## src/rtl/sha256_host_driver_if.sv

```systemverilog
// rtl/sha256_host_driver_if.sv - load/fetch/ack bus between the host driver and the SHA-256 interface block
interface sha256_host_driver_if;
  logic        load;
  logic        fetch;
  logic [15:0] idata;
  logic        ack;
  logic [15:0] odata;
  logic        busy_valid;

  modport master (output load, fetch, idata, input ack, odata, busy_valid);
  modport slave  (input load, fetch, idata, output ack, odata, busy_valid);
endinterface

```

## src/rtl/sha256_host_driver.sv

```systemverilog
// rtl/sha256_host_driver.sv - streams one 512-bit block to the SHA-256 core as 16-bit words and reads back the digest
module sha256_host_driver #(
  parameter int GAP_CYC = 2,
  parameter int ACK_TO  = 15,
  parameter int CORE_TO = 255
) (
  input  logic                 clk,
  input  logic                 rst_n,
  input  logic                 start,
  input  logic [511:0]         blk_in,
  output logic                 ready,
  output logic                 done,
  output logic [255:0]         digest,
  output logic                 err,
  sha256_host_driver_if.master bus
);
  localparam int TO_M1  = (ACK_TO > CORE_TO) ? ACK_TO : CORE_TO;
  localparam int TO_MAX = (TO_M1 > GAP_CYC) ? TO_M1 : GAP_CYC;
  localparam int TW     = $clog2(TO_MAX + 1);

  typedef enum logic [3:0] {
    IDLE, LD_REQ, LD_ACK, LD_GAP, CORE_HI, CORE_LO, FT_REQ, FT_ACK, FT_GAP, DONE
  } state_t;

  state_t        state_q, state_d;
  logic [511:0]  blk_q, blk_d;
  logic [4:0]    word_cnt_q, word_cnt_d;
  logic [TW-1:0] to_q, to_d;
  logic          load_q, load_d;
  logic          fetch_q, fetch_d;
  logic          done_q, done_d;
  logic          err_q, err_d;
  logic [15:0]   idata_q, idata_d;
  logic [255:0]  digest_q, digest_d;

  logic ack_to_hit, core_to_hit, gap_hit;

  // One shared counter times acks, core edges and gaps; it restarts on every state change.
  assign ack_to_hit  = (to_q == TW'(ACK_TO - 1));
  assign core_to_hit = (to_q == TW'(CORE_TO - 1));
  assign gap_hit     = (to_q == TW'(GAP_CYC - 1));

  always_comb begin
    state_d    = state_q;
    blk_d      = blk_q;
    word_cnt_d = word_cnt_q;
    err_d      = err_q;
    idata_d    = idata_q;
    digest_d   = digest_q;
    case (state_q)
      IDLE: begin
        if (start) begin
          blk_d      = blk_in;
          err_d      = 1'b0;
          word_cnt_d = 5'd0;
          state_d    = LD_REQ;
        end
      end
      LD_REQ: state_d = LD_ACK;
      LD_ACK: begin
        if (bus.ack) begin
          word_cnt_d = word_cnt_q + 5'd1;
          state_d    = (word_cnt_q == 5'd31) ? CORE_HI : LD_GAP;
        end else if (ack_to_hit) begin
          err_d   = 1'b1;
          state_d = DONE;
        end
      end
      LD_GAP: if (gap_hit) state_d = LD_REQ;
      CORE_HI: begin
        if (bus.busy_valid) begin
          state_d = CORE_LO;
        end else if (core_to_hit) begin
          err_d   = 1'b1;
          state_d = DONE;
        end
      end
      CORE_LO: begin
        if (!bus.busy_valid) begin
          word_cnt_d = 5'd0;
          state_d    = FT_REQ;
        end else if (core_to_hit) begin
          err_d   = 1'b1;
          state_d = DONE;
        end
      end
      FT_REQ: state_d = FT_ACK;
      FT_ACK: begin
        if (bus.ack) begin
          // Slot j occupies bits 255-16j down to 240-16j.
          digest_d[{~word_cnt_q[3:0], 4'hF} -: 16] = bus.odata;
          word_cnt_d = word_cnt_q + 5'd1;
          state_d    = (word_cnt_q[3:0] == 4'd15) ? DONE : FT_GAP;
        end else if (ack_to_hit) begin
          err_d   = 1'b1;
          state_d = DONE;
        end
      end
      FT_GAP: if (gap_hit) state_d = FT_REQ;
      DONE:   state_d = IDLE;
      default: state_d = IDLE;
    endcase

    if (state_d == LD_REQ) idata_d = blk_d[{~word_cnt_d, 4'hF} -: 16];
    to_d    = (state_d != state_q) ? '0 : to_q + 1'b1;
    load_d  = (state_d == LD_REQ);
    fetch_d = (state_d == FT_REQ);
    done_d  = (state_d == DONE);
  end

  always_ff @(posedge clk or negedge rst_n) begin
    if (!rst_n) begin
      state_q    <= IDLE;
      blk_q      <= '0;
      word_cnt_q <= '0;
      to_q       <= '0;
      load_q     <= 1'b0;
      fetch_q    <= 1'b0;
      done_q     <= 1'b0;
      err_q      <= 1'b0;
      idata_q    <= '0;
      digest_q   <= '0;
    end else begin
      state_q    <= state_d;
      blk_q      <= blk_d;
      word_cnt_q <= word_cnt_d;
      to_q       <= to_d;
      load_q     <= load_d;
      fetch_q    <= fetch_d;
      done_q     <= done_d;
      err_q      <= err_d;
      idata_q    <= idata_d;
      digest_q   <= digest_d;
    end
  end

  assign ready     = (state_q == IDLE);
  assign done      = done_q;
  assign err       = err_q;
  assign digest    = digest_q;
  assign bus.load  = load_q;
  assign bus.fetch = fetch_q;
  assign bus.idata = idata_q;
endmodule

```

## src/flat_wrapper.sv

```systemverilog
// flat-port wrapper written by rule: the top's interface ports become plain ports
module sha256_host_driver_flat 
#(
  parameter int GAP_CYC = 2,
  parameter int ACK_TO  = 15,
  parameter int CORE_TO = 255
)
  (clk, rst_n, start, blk_in, ready, done, digest, err, bus_load, bus_fetch, bus_idata, bus_ack, bus_odata, bus_busy_valid);
  sha256_host_driver_if bus_i ();
  input  logic clk;
  input  logic rst_n;
  input  logic start;
  input  logic [511:0] blk_in;
  output logic ready;
  output logic done;
  output logic [255:0] digest;
  output logic err;
  output wire logic [$bits(bus_i.load)-1:0] bus_load;
  output wire logic [$bits(bus_i.fetch)-1:0] bus_fetch;
  output wire logic [$bits(bus_i.idata)-1:0] bus_idata;
  input wire logic [$bits(bus_i.ack)-1:0] bus_ack;
  input wire logic [$bits(bus_i.odata)-1:0] bus_odata;
  input wire logic [$bits(bus_i.busy_valid)-1:0] bus_busy_valid;
  assign bus_load = bus_i.load;
  assign bus_fetch = bus_i.fetch;
  assign bus_idata = bus_i.idata;
  assign bus_i.ack = bus_ack;
  assign bus_i.odata = bus_odata;
  assign bus_i.busy_valid = bus_busy_valid;
  sha256_host_driver #(.GAP_CYC(GAP_CYC), .ACK_TO(ACK_TO), .CORE_TO(CORE_TO)) u_core (.clk(clk), .rst_n(rst_n), .start(start), .blk_in(blk_in), .ready(ready), .done(done), .digest(digest), .err(err), .bus(bus_i));
endmodule
```

## config.mk

```make
export PLATFORM = sky130hd
export DESIGN_NAME = sha256_host_driver_flat
export DESIGN_NICKNAME = d
export VERILOG_FILES = /design/src/rtl/sha256_host_driver_if.sv /design/src/rtl/sha256_host_driver.sv /design/src/flat_wrapper.sv
export SDC_FILE = /design/constraint.sdc
export NUM_CORES = 1
export LEC_CHECK = 0
export BUFFER_PORTS_ARGS = -buffer_cell sky130_fd_sc_hd__buf_4
export CAP_MARGIN = 20
export CORE_AREA = 4 4 317 319
export DETAILED_ROUTE_END_ITERATION = 7
export DIE_AREA = 0 0 321 323
export RECOVER_POWER = 50
export SLEW_MARGIN = 20
export SYNTH_ARGS = -nofsm -noshare
export SYNTH_HDL_FRONTEND = slang
export SYNTH_SLANG_ARGS = --single-unit
```

## constraint.sdc

```tcl
create_clock -name clk -period 8.25 [get_ports clk]
set_input_delay 0.4125 -clock clk [delete_from_list [all_inputs] [get_ports clk]]
set_output_delay 0.4125 -clock clk [all_outputs]
set_load 0.02 [all_outputs]
```

==> summary.txt, run 1 <==
Routing
  • Post-route ant nets: 0
  • Iter 0 DRT Violations: just over 2000
  • Drt first pass iters: 7
  • Vias/cell: slightly above 5
  • DRC: 0
  • Wire per inst: about 25 µm
  • Final wirelength: ~140 mm
  • Via Count: about 28000

Synthesis
  • Most area-hungry cell type in the Yosys netlist: dfrtp_1
  • Post-synth EDFFs: 0
  • Sequential fraction of the synthesis area: 0.574
  • Syn Area/Cell: 11.9 µm²
  • Count of state elements after synthesis: slightly above 800
  • Synthesized instance count: roughly 3000
  • Synth top cells by count: 805 x dfrtp_1, 501 x mux2_2, 369 x nand2_1
  • Most common cell in the netlist: dfrtp_1
  • Yosys cell types: 74
  • Post-synthesis net count: between 3000 and 4000
  • Synthesized area: 35100 µm²
  • Yosys Warn Count: 0
  • Ys async rst share: 1.00
  • Top_reg_cell synth: dfrtp_1
  • Top cell type's share of synthesized area: 0.574
  • Ranking of synthesized cells by area: dfrtp_1 57%, mux2_2 16%, nand2_1 3.9%, o21ai_0 3.7%, nor2_1 1.6%

Setup path
  • Arrival @ worst endpoint: slightly above 7 ns
  • Setup CP Type: reg2reg
  • Startpoint class of the critical path: register
  • Max incr delay on CP: between 2 and 2.5 ns
  • Critical path endpoint category: register
  • CP max FO: 100
  • Crit path launch: u_core.state_q[0]$_DFF_PN0_
  • Crit path max-delay family: simple AND/OR/NAND/NOR gates
  • WP buf/inv: 1
  • Reg-to-reg startpoint: u_core.state_q[0]$_DFF_PN0_
  • Slowest-stage cell, CP: nand2_1
  • Worst Path Required: roughly 9 ns
  • Crit path cell chain: nor4_4, nand2_1, buf_12, mux2_1, mux4_2, nor2b_1, nor4_1, a21oi_1

GRT
  • Total global routing track utilization: 0.256
  • Vias in the first global route: 29261
  • Largest net degree at the start of global routing: 166
  • Initial antenna violation count: 35
  • Grt ovf: 0
  • First-pass GRT wire length: about 200 mm

Placement
  • Port bufs: approximately 800
  • Pre-CTS setup slack: between 2 and 3 ns
  • Dpl cells: roughly 4900
  • Dpl hpwl: 100 mm
  • Dpl cell area: 42300 µm²
  • Placer Congestion: between 0.8 and 0.9

Outcome
  • Failing checks: max-capacitance violations, max-slew violations
  • Status: finished, violations left

Power
  • Pwr Total: approximately 16 mW
  • Power per standard cell area: 328 nW/µm²
  • LEAKAGE: between 20 and 25 nW
  • Peak VDD IR: 0.193 mV

Clock tree
  • CTS Buffer Depth: 3
  • Clock Sinks: around 810
  • CTS root buf: clkbuf_16
  • CTS buffer count: roughly 90
  • Htree depth: 3
  • CTS tree: built
  • Clock transition at the registers of the reported paths: 0.06 ns
  • Postcts setup bufs: 0
  • Clk_lat worst skew: 0.66 ns

Min path
  • Hold crit path type: in2reg
  • HP Start: blk_in[492]

Floorplan
  • Die Height: roughly 320 µm
  • Die Area: between 100000 and 150000 µm²
  • Die X: 321 µm
  • Core footprint: 97800 µm²
  • Initial core utilization: 0.359
  • Io pins: approximately 800
  • Num rows: between 100 and 150

Timing
  • Clock Skews: approximately 0.030 ns
  • Final worst path period share: 0.799
  • Final WS setup: ~1.7 ns
  • Slew margin rel.: -1.94
  • Final Slew Violations: 599
  • Setup TNS: 0 ns
  • Fmax: around 150 MHz
  • Hold Vio Cnt, Final: 0
  • Fin crit period: between 6 and 7 ns
  • Min Hold Slack: between 0.04 and 0.05 ns
  • Final setup viols: 0
  • Worst-Margin Slew: about 4.4 ns
  • RSZ-0062 raised after global routing: no

Final layout
  • Final instance area: between 40000 and 50000 µm²
  • Syn-to-layout area delta: 38.1%
  • Nets: 4648
  • Layout cells sized above 1: 0.315
  • Finished Core Util: 0.495
  • Fin cells: around 5500

Job
  • Count of maximum capacitance violations: 8
routing by layer:
metal | GRT usage | wire length [µm] | share of wire | vias up
li1 | - | - | - | 12761
met1 | 0.316 | 55100 | 0.40 | 14248
met2 | 0.433 | 66400 | 0.48 | 1060
met3 | 0.0630 | 9750 | 0.071 | 249
met4 | 0.103 | 5490 | 0.040 | 28
met5 | 0 | 186 | 0.0014 | -
state kept, by name (all words and copies together) (netlist names), 4 cells and up:
signal,count
u_core.blk_q,512
u_core.digest,256
u_core.bus.idata,16
u_core.to_q,8
u_core.word_cnt_q,5
u_core.state_q,4
worst paths after layout:
path | endpoint | slack [ns] | cells after the start
hold reg to reg | u_core.digest[185]$_DFFE_PN0P_ | 0.47 | 2
setup reg to reg | u_core.bus.idata[5]$_DFFE_PN0P_ | 1.66 | 8
min in group asynchronous | u_core.blk_q[198]$_DFF_PN0_ | 0.37 | 2
max in group asynchronous | u_core.bus.idata[13]$_DFFE_PN0P_ | 3.17 | 3
setup / recovery | u_core.bus.idata[5]$_DFFE_PN0P_ | 1.66 | 8
hold / removal | u_core.blk_q[492]$_DFF_PN0_ | 0.04 | 2
area by class of cell:
class                      count  area, µm²
tap                         1287       1610
multi-input combinational   1929      14000
sequential                   805      20100
inverter                      11       48.8
antenna                       19       47.5
clock inverter                28        364
timing repair buffer        1269       9560
fill                        8958      49400
clock buffer                 132       2690
logic make-up (layout without fill, tap and decap cells):
kind of cell             after synthesis  count (layout)  synth area share
adder cells (fa/ha/maj)               10              10           0.00356
multiplexers                         577             577             0.190
flip-flops                           805             805             0.574
other                                  0              19                 0
AND/OR/NAND/NOR                      805             805             0.110
XOR/XNOR                              11              11           0.00296
buffers and inverters                217            1440            0.0286
AO/OA/AOI/OAI                        526             526            0.0913
cell usage in the layout, fill, tap and decap left out, drive strengths merged, types with 15 or more instances in the layout:
cell         netlist  routed
nor2b             19      19
mux4              17      17
o2111ai           16      16
o211ai            65      65
a2111oi           16      16
o21ai            258     258
buf              101     571
a21oi            101     101
o32ai             33      33
or2               65      65
or3b              48      48
mux2             512     512
clkinv             0      17
diode              0      19
nor3              70      70
nor4              34      34
dlygate4sd3        0     415
dfrtp            805     805
clkbuf           105     415
nand2            370     370
nor2             151     151
mux2i             48      48
o21a              15      15
what timing repair did:
item | CTS | global route
endpoints found under the hold margin | 506 | 0
hold buffers | 415 | 0
gates resized for setup | 0 | 0
report_power, final:
| part | internal [mW] | total (mW) | leakage [nW] | switching (mW) |
|---|---|---|---|---|
| Sequential | 5.34 | 5.77 | 10.1 | 0.434 |
| Clock | 2.50 | 4.19 | 1.51 | 1.68 |
| Combinational | 2.67 | 5.96 | 9.37 | 3.29 |
Power figures use the tool's default switching activity.
==> inputs of run 2 (changes only) <==
--- a/config.mk
+++ b/config.mk
@@ -7,9 +7,9 @@
 export LEC_CHECK = 0
 export BUFFER_PORTS_ARGS = -buffer_cell sky130_fd_sc_hd__buf_4
 export CAP_MARGIN = 20
-export CORE_AREA = 4 4 317 319
+export CORE_AREA = 4 4 316 318
 export DETAILED_ROUTE_END_ITERATION = 7
-export DIE_AREA = 0 0 321 323
+export DIE_AREA = 0 0 320 322
 export RECOVER_POWER = 50
 export SLEW_MARGIN = 20
 export SYNTH_ARGS = -nofsm -noshare
==> constraint.sdc (replaced) <==
create_clock -name clk -period 5.65 [get_ports clk]
set_input_delay 0.2825 -clock clk [delete_from_list [all_inputs] [get_ports clk]]
set_output_delay 0.2825 -clock clk [all_outputs]
set_load 0.02 [all_outputs]
==> run 2 against run 1 <==
- the flow still finishes with violations (max-capacitance violations, max-slew violations)
- sequential share of layout area decreased by 1.0 points
- first-iteration DRC count increased by 1.4%
- clock power grew 43%
- register-to-register slack got worse by 0.49 ns
- non-clock buffer count is 121 higher
- fmax up 47%
- global-route usage rose by 0.86 points
- flip-flop and latch count did not move
- die area down 0.62%
- power is 46% higher
- critical endpoint is now u_core.bus.idata[6]$_DFFE_PN0P_
- largest power group unchanged
==> summary.txt, run 2 (synthesis results as in run 1) <==
Floorplan
  • Io pins: 810 (unchanged)
  • Num rows: 114 (-0.87%)
  • Die X: 320 µm (-0.31%)
  • Die Height: 322 µm (-0.31%)
  • Core footprint: 96600 µm² (-1.3%)
  • Initial core utilization: 0.363 (+0.00475)
  • Die Area: 103000 µm² (-0.62%)

Power
  • Power per standard cell area: 467 nW/µm² (+42%)
  • LEAKAGE: 21.5 nW (+2.3%)
  • Peak VDD IR: 0.345 mV (+78%)

Final layout
  • Layout cells sized above 1: 0.314 (-0.000873)
  • Finished Core Util: 0.515 (+0.0194)
  • Max reg flops: 512 (unchanged)
  • Most frequent cells in the layout: 805 x dfrtp_1, 567 x buf_4, 529 x dlygate4sd3_1
  • Register name with the most flops: u_core.blk_q
  • Nets: 4771 (+2.6%)
  • Syn-to-layout area delta: 41.6%
  • Commonest non-fill, non-tap cell in the layout: dfrtp_1

Timing
  • Slew margin rel.: -1.34 (+0.601)
  • Fin crit period: 4.48 ns (-2.11 ns)
  • Final setup viols: 0 (unchanged)
  • Final Slew Violations: 339 (-43%)
  • Final worst path period share: 0.793 (-0.00614)
  • Setup TNS: 0 ns (unchanged)
  • Clock Skews: 0.0208 ns (-0.00895 ns)
  • RSZ-0062 raised after global routing: no
  • Fmax: 223 MHz (+47%)
  • Hold Vio Cnt, Final: 0 (unchanged)
  • Worst-Margin Slew: 3.51 ns (-0.902 ns)

Routing
  • Post-route ant nets: 0 (unchanged)
  • Vias/cell: 5.13 (-0.84%)
  • DRC: 0 (unchanged)
  • Via Count: 28759 (+1.5%)
  • Final wirelength: 140 mm (+2.4%)
  • Drt first pass iters: 5 (-2)
  • Wire per inst: 25.0 µm (about the same)
  • Iter 0 DRT Violations: 2079 (+1.4%)

Setup path
  • Reg2reg setup slack: 1.17 ns (-0.49 ns)
  • Worst r2r path cells: 10 (+2)
  • Startpoint class of the critical path: register
  • Reg-to-reg startpoint: u_core.state_q[0]$_DFF_PN0_
  • Critical path endpoint category: register
  • Arrival @ worst endpoint: 4.98 ns (-2.10 ns)
  • Setup CP Type: reg2reg
  • Worst Path Required: 6.16 ns (-2.58 ns)
  • CP max FO: 76 (-24%)
  • Worst R2R End: u_core.bus.idata[6]$_DFFE_PN0P_

Placement
  • Placer Congestion: 0.855 (-0.77%)
  • Port bufs: 809 (unchanged)
  • Dpl hpwl: 102 mm (+1.2%)

Clock tree
  • Htree depth: 3 (unchanged)
  • CTS Buffer Depth: 3 (unchanged)
  • CTS tree: built
  • Postcts setup bufs: 0 (unchanged)
  • CTS root buf: clkbuf_16
  • Clock transition at the registers of the reported paths: 0.06 ns (about the same)
  • CTS buffer count: 91 (+2.2%)
  • Clock Sinks: 805 (unchanged)
  • Clk_lat worst skew: 0.66 ns (about the same)

Outcome
  • Status: finished, violations left
  • Failing checks: max-capacitance violations, max-slew violations

GRT
  • Initial antenna violation count: 40 (+14%)
  • First-pass GRT wire length: 203 mm (+3.4%)
  • Vias in the first global route: 30266 (+3.4%)
  • Grt ovf: 0 (unchanged)
  • Largest net degree at the start of global routing: 172 (+3.6%)
  • Total global routing track utilization: 0.264 (+0.00856)

Min path
  • Hold crit path type: in2reg
  • HP Start: bus_ack
  • Hold-critical path depth: 3 (+1)
  • WHS Endpoint: u_core.state_q[2]$_DFF_PN0_

Job
  • Count of maximum capacitance violations: 7 (-1)
## run 2: changes by cell type in the layout (fill, tap and decap cells not counted), sizes merged
cell and change:
dlygate4sd3 +114, diode +15, buf +7, clkinv -6, clkbuf +5, inv +3
bufinv -2, clkinvlp +2
## run 2: how the worst max path moves through the flow
stage                                        start                               end  slack (ns)  cells past startpoint
floorplan           u_core.word_cnt_q[0]$_DFF_PN0_  u_core.bus.idata[10]$_DFFE_PN0P_        2.80                     13
global placement       u_core.state_q[3]$_DFF_PN0_   u_core.bus.idata[6]$_DFFE_PN0P_        0.98                     10
detailed placement     u_core.state_q[0]$_DFF_PN0_   u_core.bus.idata[6]$_DFFE_PN0P_        1.15                     10
CTS                    u_core.state_q[0]$_DFF_PN0_   u_core.bus.idata[6]$_DFFE_PN0P_        1.11                     10
global route                                 rst_n        u_core.blk_q[34]$_DFF_PN0_        0.87                      3
finish                 u_core.state_q[0]$_DFF_PN0_   u_core.bus.idata[6]$_DFFE_PN0P_        1.17                     10
## run 2: layer usage
layer	vias up	track usage	wire, µm
met2	1037	0.455	69300
met4	20	0.0992	5680
li1	13037	-	-
met5	-	0	134
met1	14384	0.326	56800
met3	281	0.0584	8330
## run 2: critical path, cell delays in order, from the launching register on
cell	delay, ns
dfrtp_1	0.66
nor4_4	0.53
nand2_8	0.42
buf_12	0.39
buf_12	0.22
mux2_2	0.30
nor3_1	0.37
or3b_1	0.19
o2111ai_1	0.18
nor4_2	0.76
a21oi_1	0.17
## run 2: what timing repair did
item,CTS,global route
gates resized for setup,0,0
hold buffers,529,0
endpoints found under the hold margin,622,0
## run 2: power breakdown
part	switching [mW]	internal [mW]	total, mW	leakage (nW)
Sequential	0.661	7.79	8.45	10.1
Clock	2.46	3.51	5.98	1.45
Combinational	4.83	3.96	8.78	9.91
Total	7.95	15.3	23.2	21.5
## run 2: area by class of cell
type | instances | area (µm²)
fillers | 8619 | 46900
flip-flops and latches | 805 | 20100
multi-input cells | 1929 | 14000
inverters | 11 | 48.8
diodes | 34 | 85.1
clock inverters | 25 | 323
well taps | 1276 | 1600
clock buffers | 137 | 2650
repair buffers | 1390 | 10800
## run 2: stage by stage
step	cells	power (mW)	setup WS, ns	hold WS (ns)	cell area, µm²
6_report	5607	23.2	1.17	0.125	49700
5_1_grt	5597	24.4	0.875	0.0691	49700
4_1_cts	5573	23.4	1.11	0.0378	50700
3_5_place_dp	4882	17.0	1.15	0.358	42400
3_3_place_gp	4882	16.9	0.985	0.354	42400
2_1_floorplan	2951	14.1	2.80	-0.0131	35100
